--- config.mk ---
export PLATFORM = sky130hd
export DESIGN_NAME = switch_debounce8_flat
export DESIGN_NICKNAME = d
export VERILOG_FILES = /design/src/rtl/switch_debounce8_if.sv /design/src/rtl/switch_debounce8.sv /design/src/flat_wrapper.sv
export SDC_FILE = /design/constraint.sdc
export NUM_CORES = 1
export LEC_CHECK = 0
export BUFFER_PORTS_ARGS = -buffer_cell sky130_fd_sc_hd__buf_2
export CORE_AREA = 2 2 55 57
export DETAILED_ROUTE_END_ITERATION = 10
export DIE_AREA = 0 0 57 59
export PLACE_DENSITY = 0.81
export REMOVE_ABC_BUFFERS = 1
export SETUP_SLACK_MARGIN = 0.15
export SYNTH_ARGS = -nofsm -noshare
export SYNTH_HDL_FRONTEND = slang
export SYNTH_SLANG_ARGS = --single-unit
--- constraint.sdc ---
create_clock -name clk -period 1.85 [get_ports clk]
set_clock_uncertainty 0.15 [all_clocks]
set_input_delay 0.37 -clock clk [delete_from_list [all_inputs] [get_ports clk]]
set_output_delay 0.37 -clock clk [all_outputs]
set_load 0.05 [all_outputs]
--- src/rtl/switch_debounce8_if.sv ---
// Switch-debouncer signal bundle: raw levels in, debounced levels and update pulses out.
// rise/fall exist only when DEBOUNCE_EDGE_EN is defined.
interface switch_debounce8_if #(
    parameter int unsigned WIDTH = 8
);
    logic [WIDTH-1:0] sw_in;
    logic [WIDTH-1:0] sw_out;
    logic             changed;
`ifdef DEBOUNCE_EDGE_EN
    logic [WIDTH-1:0] rise;
    logic [WIDTH-1:0] fall;

    modport master (
        output sw_in,
        input  sw_out,
        input  changed,
        input  rise,
        input  fall
    );

    modport slave (
        input  sw_in,
        output sw_out,
        output changed,
        output rise,
        output fall
    );
`else
    modport master (
        output sw_in,
        input  sw_out,
        input  changed
    );

    modport slave (
        input  sw_in,
        output sw_out,
        output changed
    );
`endif
endinterface

--- src/rtl/switch_debounce8.sv ---
// Two-flop synchroniser plus per-bit stability counter for 8 board switches feeding eightand.
// Optional per-bit rise/fall pulses are built when DEBOUNCE_EDGE_EN is defined.
module switch_debounce8 #(
    parameter int unsigned WIDTH         = 8,
    parameter int unsigned STABLE_CYCLES = 4
) (
    input logic               clk,
    input logic               rst,
    switch_debounce8_if.slave bus
);
    localparam int unsigned CNT_W = $clog2(STABLE_CYCLES);
    localparam logic [CNT_W-1:0] CntMax = CNT_W'(STABLE_CYCLES - 1);

    logic [WIDTH-1:0]            sync1_q;
    logic [WIDTH-1:0]            sync2_q;
    logic [WIDTH-1:0]            sw_out_q;
    logic [WIDTH-1:0]            sw_out_d;
    logic [WIDTH-1:0][CNT_W-1:0] cnt_q;
    logic [WIDTH-1:0][CNT_W-1:0] cnt_d;
    logic [WIDTH-1:0]            update;
    logic                        changed_q;

    // A bit flips only after STABLE_CYCLES consecutive disagreeing synced samples.
    always_comb begin
        update = '0;
        cnt_d  = cnt_q;
        for (int i = 0; i < int'(WIDTH); i++) begin
            if (sync2_q[i] == sw_out_q[i]) begin
                cnt_d[i] = '0;
            end else if (cnt_q[i] == CntMax) begin
                update[i] = 1'b1;
                cnt_d[i]  = '0;
            end else begin
                cnt_d[i] = cnt_q[i] + CNT_W'(1);
            end
        end
        sw_out_d = sw_out_q ^ update;
    end

    always_ff @(posedge clk or posedge rst) begin
        if (rst) begin
            sync1_q   <= '0;
            sync2_q   <= '0;
            cnt_q     <= '0;
            sw_out_q  <= '0;
            changed_q <= 1'b0;
        end else begin
            sync1_q   <= bus.sw_in;
            sync2_q   <= sync1_q;
            cnt_q     <= cnt_d;
            sw_out_q  <= sw_out_d;
            changed_q <= |update;
        end
    end

    assign bus.sw_out  = sw_out_q;
    assign bus.changed = changed_q;

`ifdef DEBOUNCE_EDGE_EN
    logic [WIDTH-1:0] rise_q;
    logic [WIDTH-1:0] fall_q;

    always_ff @(posedge clk or posedge rst) begin
        if (rst) begin
            rise_q <= '0;
            fall_q <= '0;
        end else begin
            rise_q <= update & sync2_q;
            fall_q <= update & ~sync2_q;
        end
    end

    assign bus.rise = rise_q;
    assign bus.fall = fall_q;
`endif

`ifndef SYNTHESIS
    for (genvar gi = 0; gi < int'(WIDTH); gi++) begin : g_cnt_chk
        cnt_bound_a: assert property (@(posedge clk) disable iff (rst) cnt_q[gi] <= CntMax);
    end
`endif
endmodule

--- src/flat_wrapper.sv ---
// flat-port wrapper written by rule: the top's interface ports become plain ports
module switch_debounce8_flat 
#(
    parameter int unsigned WIDTH         = 8,
    parameter int unsigned STABLE_CYCLES = 4
)
  (clk, rst, bus_sw_in, bus_sw_out, bus_changed);
  switch_debounce8_if #(.WIDTH(WIDTH)) bus_i ();
  input logic clk;
  input logic rst;
  input wire logic [$bits(bus_i.sw_in)-1:0] bus_sw_in;
  output wire logic [$bits(bus_i.sw_out)-1:0] bus_sw_out;
  output wire logic [$bits(bus_i.changed)-1:0] bus_changed;
  assign bus_i.sw_in = bus_sw_in;
  assign bus_sw_out = bus_i.sw_out;
  assign bus_changed = bus_i.changed;
  switch_debounce8 #(.WIDTH(WIDTH), .STABLE_CYCLES(STABLE_CYCLES)) u_core (.clk(clk), .rst(rst), .bus(bus_i));
endmodule
Word level (Yosys, flattened, before mapping):

Cells that the tools add are included.

* equality and inequality tests: 16
* $add $sub $neg: 8
* bitwise operators: 1
* reductions and logical operators: 1
* mux-type cells: 32

Operators by type and width (number)
* 2-bit two-way mux: 16
* 2-bit by 1-bit adder with 2-bit output (second input constant): 8
* 2-bit == test (second input constant): 8
* 1-bit two-way mux: 16
* 1-bit == test: 8
* 8-bit OR reduction: 1
* 8-bit bitwise XOR: 1

* input bits: 10
* output and inout bits: 9
* register bits: 41
* word-level logic and storage cells: 70

Longest topological paths before layout:

* depth in word-level cells: 4
* depth in mapped cells: 3
* gate-level depth less buffers: 3

Least setup slack after synthesis:

Ideal clock, no wire load.

* path type: register to register
* start: register (tool-made name)
* end: register u_core.changed_q, in the netlist u_core.bus.changed
* clock period less this slack: 1.372 ns
* path slack: 0.478 ns
* path buffers: 0
* arrival: 1.087 ns
* cell stages (with the launch flop): 4
* path through: dfrtp_1 xor2_1 a22oi_1 nand4_1

RTL lines
* end signal, assigned: RTL line switch_debounce8.sv:52 `changed_q <= |update;`
* end, declared: RTL line switch_debounce8.sv:21 `logic changed_q;`

==> results.toml <==
[clocking]
cts_sinks = 41
root_buffer = "clkbuf_4"
path_clk_slew_ns = 0.11
clk_latency_ns = 0.35
cts-buffers-inserted = 5
post_cts_buffers = 0
post_cts_resized = 0
h-tree-depth = 2
clockBufferDepth = 2
cts_tree = "done"

[floorplanning]
fp.dieW_um = 57
core.rowCount = 19
coreArea_um2 = 2710
start_util = 0.545
die_h_um = 59
die_area_um2 = 3360
io_pins = 19

[placed_design]
portBuffers = 18
gp_congestion = 0.708
dpl.hpwl_um = 1270
pre_cts_ws_ns = 0.614

[power]
ir_drop_v = 0.00122
power-per-cell-area_nw_per_um2 = 1550
power_switching_mw = 1.04
internal-power_mw = 1.69
comb_power_share = 0.364
clkPwrFrac = 0.154
power.share.sequential = 0.482
p_leak_nw = 0.863
p_sw_frac = 0.382

[detailed_routing]
first_pass_iters = 3
ant_nets = 0
routedWlPerCell_um = 12.2
wl_um = 1880
viasPerCell = 4.87
vias = 750
drt_iter0_markers = 11
drc = 0

[setup_path]
cp_max_fo = 3
endpoint_kind = "output pin"
crit_buf_inv = 1
crit_chain = "buf_2"
worstPathArrival_ns = 1.04
cp-start-kind = "register"
slowest_stage = "dfrtp_1"
worst_ep_required_time_ns = 1.33
critPathTopFamily = "flip-flops"
cpPeakStageDelay_ns = 0.42
crit_type = "reg -> out"

[hold_path]
hold_class = "reg -> reg"

[cells_and_area]
finalNetCount = 140
antenna_cells = 0
nFillCells = 208
final_common_cell = "dfrtp_1"
final_layout_size_suffix_gt1_frac = 0.325
final_cell_mix = "dfrtp_1 (41), buf_2 (18), dlygate4sd3_1 (9)"
area_growth_pct = 19.1

[logic_synthesis]
synth_top_area_cell = "dfrtp_1"
synthCells = 87
yosys-top-cells-area = "dfrtp_1 (69%), ha_1 (6.8%), nor3b_2 (6.8%), xor2_1 (4.7%), mux2_2 (3.8%)"
ys_warn_count = 0
syn_area_per_cell_um2 = 17.0
yosysSeqAreaShare = 0.695
yosysTopAreaCellShare = 0.695
ys_seq_elements = 41
synthesis.area_um2 = 1480
ys_types = 10

[timing]
slew_headroom = 0.666
setup_tns_ns = 0
hold_violations = 0
layout_min_cycle_time_ns = 1.56
setup_viol = 0
grt_setup_unrepaired = "no"
fin_hold_ws_ns = 0.209
layout_setup_ws_ns = 0.290
slew_violations = 0
max_freq_mhz = 641
worstMarginPinSlew_ns = 0.502
post-route-period-util = 0.843

[global_route]
grt_max_degree = 42
grt_pass1_vias = 745
grt_util_all_layers = 0.130
grt_pass1_wl_um = 3160
antenna_found_initial = 0
grt_overflow_total = 0

[job]
maxCapViolCount = 0

[status]
status = "finished, final reports clean"
-- synth_stat cells --
cell type / instances
a22oi_1: 4
and2_1: 8
dfrtp_1: 41
ha_1: 8
inv_1: 1
mux2_1: 3
mux2_2: 5
nand4_1: 1
nor3b_2: 8
xor2_1: 8
-- repair_timing --
| action | 4_1_cts | 5_1_grt |
|---|---|---|
| hold buffers | 9 | 0 |
| hold endpoints to repair | 49 | 0 |
| endpoints found under the setup margin | 0 | 0 |
-- through the flow --
| stage | util | total power, mW | std cells | instance area (um^2) |
|---|---|---|---|---|
| after floorplan | - | 2.10 | 87 | 1480 |
| after global placement | 0.595 | 2.29 | 137 | 1610 |
| after detailed placement | 0.595 | 2.33 | 137 | 1610 |
| after CTS | 0.649 | 2.77 | 154 | 1760 |
| after global routing | 0.649 | 2.91 | 154 | 1760 |
| final | 0.649 | 2.73 | 154 | 1760 |
-- layer usage --
layer	track usage	vias to the layer above	routed length, um
met5	0	-	0
met4	0.0897	0	26
met3	0.0459	3	92
met2	0.200	16	892
met1	0.155	364	868
li1	-	367	-
-- power groups by stage --
| stage | sequential (mW) | clock [mW] | combinational, mW |
|---|---|---|---|
| detailed placement | 1.34 | 0 | 0.992 |
| global route | 1.34 | 0.483 | 1.09 |
| floorplan | 1.65 | 0 | 0.447 |
| finish | 1.31 | 0.419 | 0.992 |
| global placement | 1.32 | 0 | 0.970 |
| CTS | 1.32 | 0.439 | 1.01 |
-- final cells by class --
| class | instances | area, um^2 | share of cell area |
|---|---|---|---|
| Inverter | 1 | 3.75 | 0.00214 |
| Sequential cell | 41 | 1030 | 0.584 |
| Tap cell | 31 | 38.8 | 0.0221 |
| Clock inverter | 3 | 17.5 | 0.00996 |
| Clock buffer | 5 | 37.5 | 0.0214 |
| Multi-Input combinational cell | 45 | 447 | 0.254 |
| Timing Repair Buffer | 28 | 188 | 0.107 |
-- logic make-up after synthesis --
kind of cell | synth area share
compound gates | 0.0203
xor+xnor | 0.0475
fa+ha+maj | 0.0678
buf+inv | 0.00254
flops | 0.695
mux | 0.0610
simple gates | 0.106
-- worst paths after layout --
check	startpoint	to	slack [ns]	cells after the start
setup / recovery	register	bus_sw_out[5]	0.29	1
setup reg to reg	u_core.cnt_q[4]	u_core.bus.changed	0.60	3
max in group asynchronous	rst	asynchronous set/reset pin	0.68	4
hold / removal	u_core.sync1_q[1]	u_core.sync2_q[1]	0.21	0
hold reg to reg	u_core.sync1_q[1]	u_core.sync2_q[1]	0.21	0
min in group asynchronous	rst	u_core.sync2_q[6]	0.52	4
(Power assumes the default switching activity.)
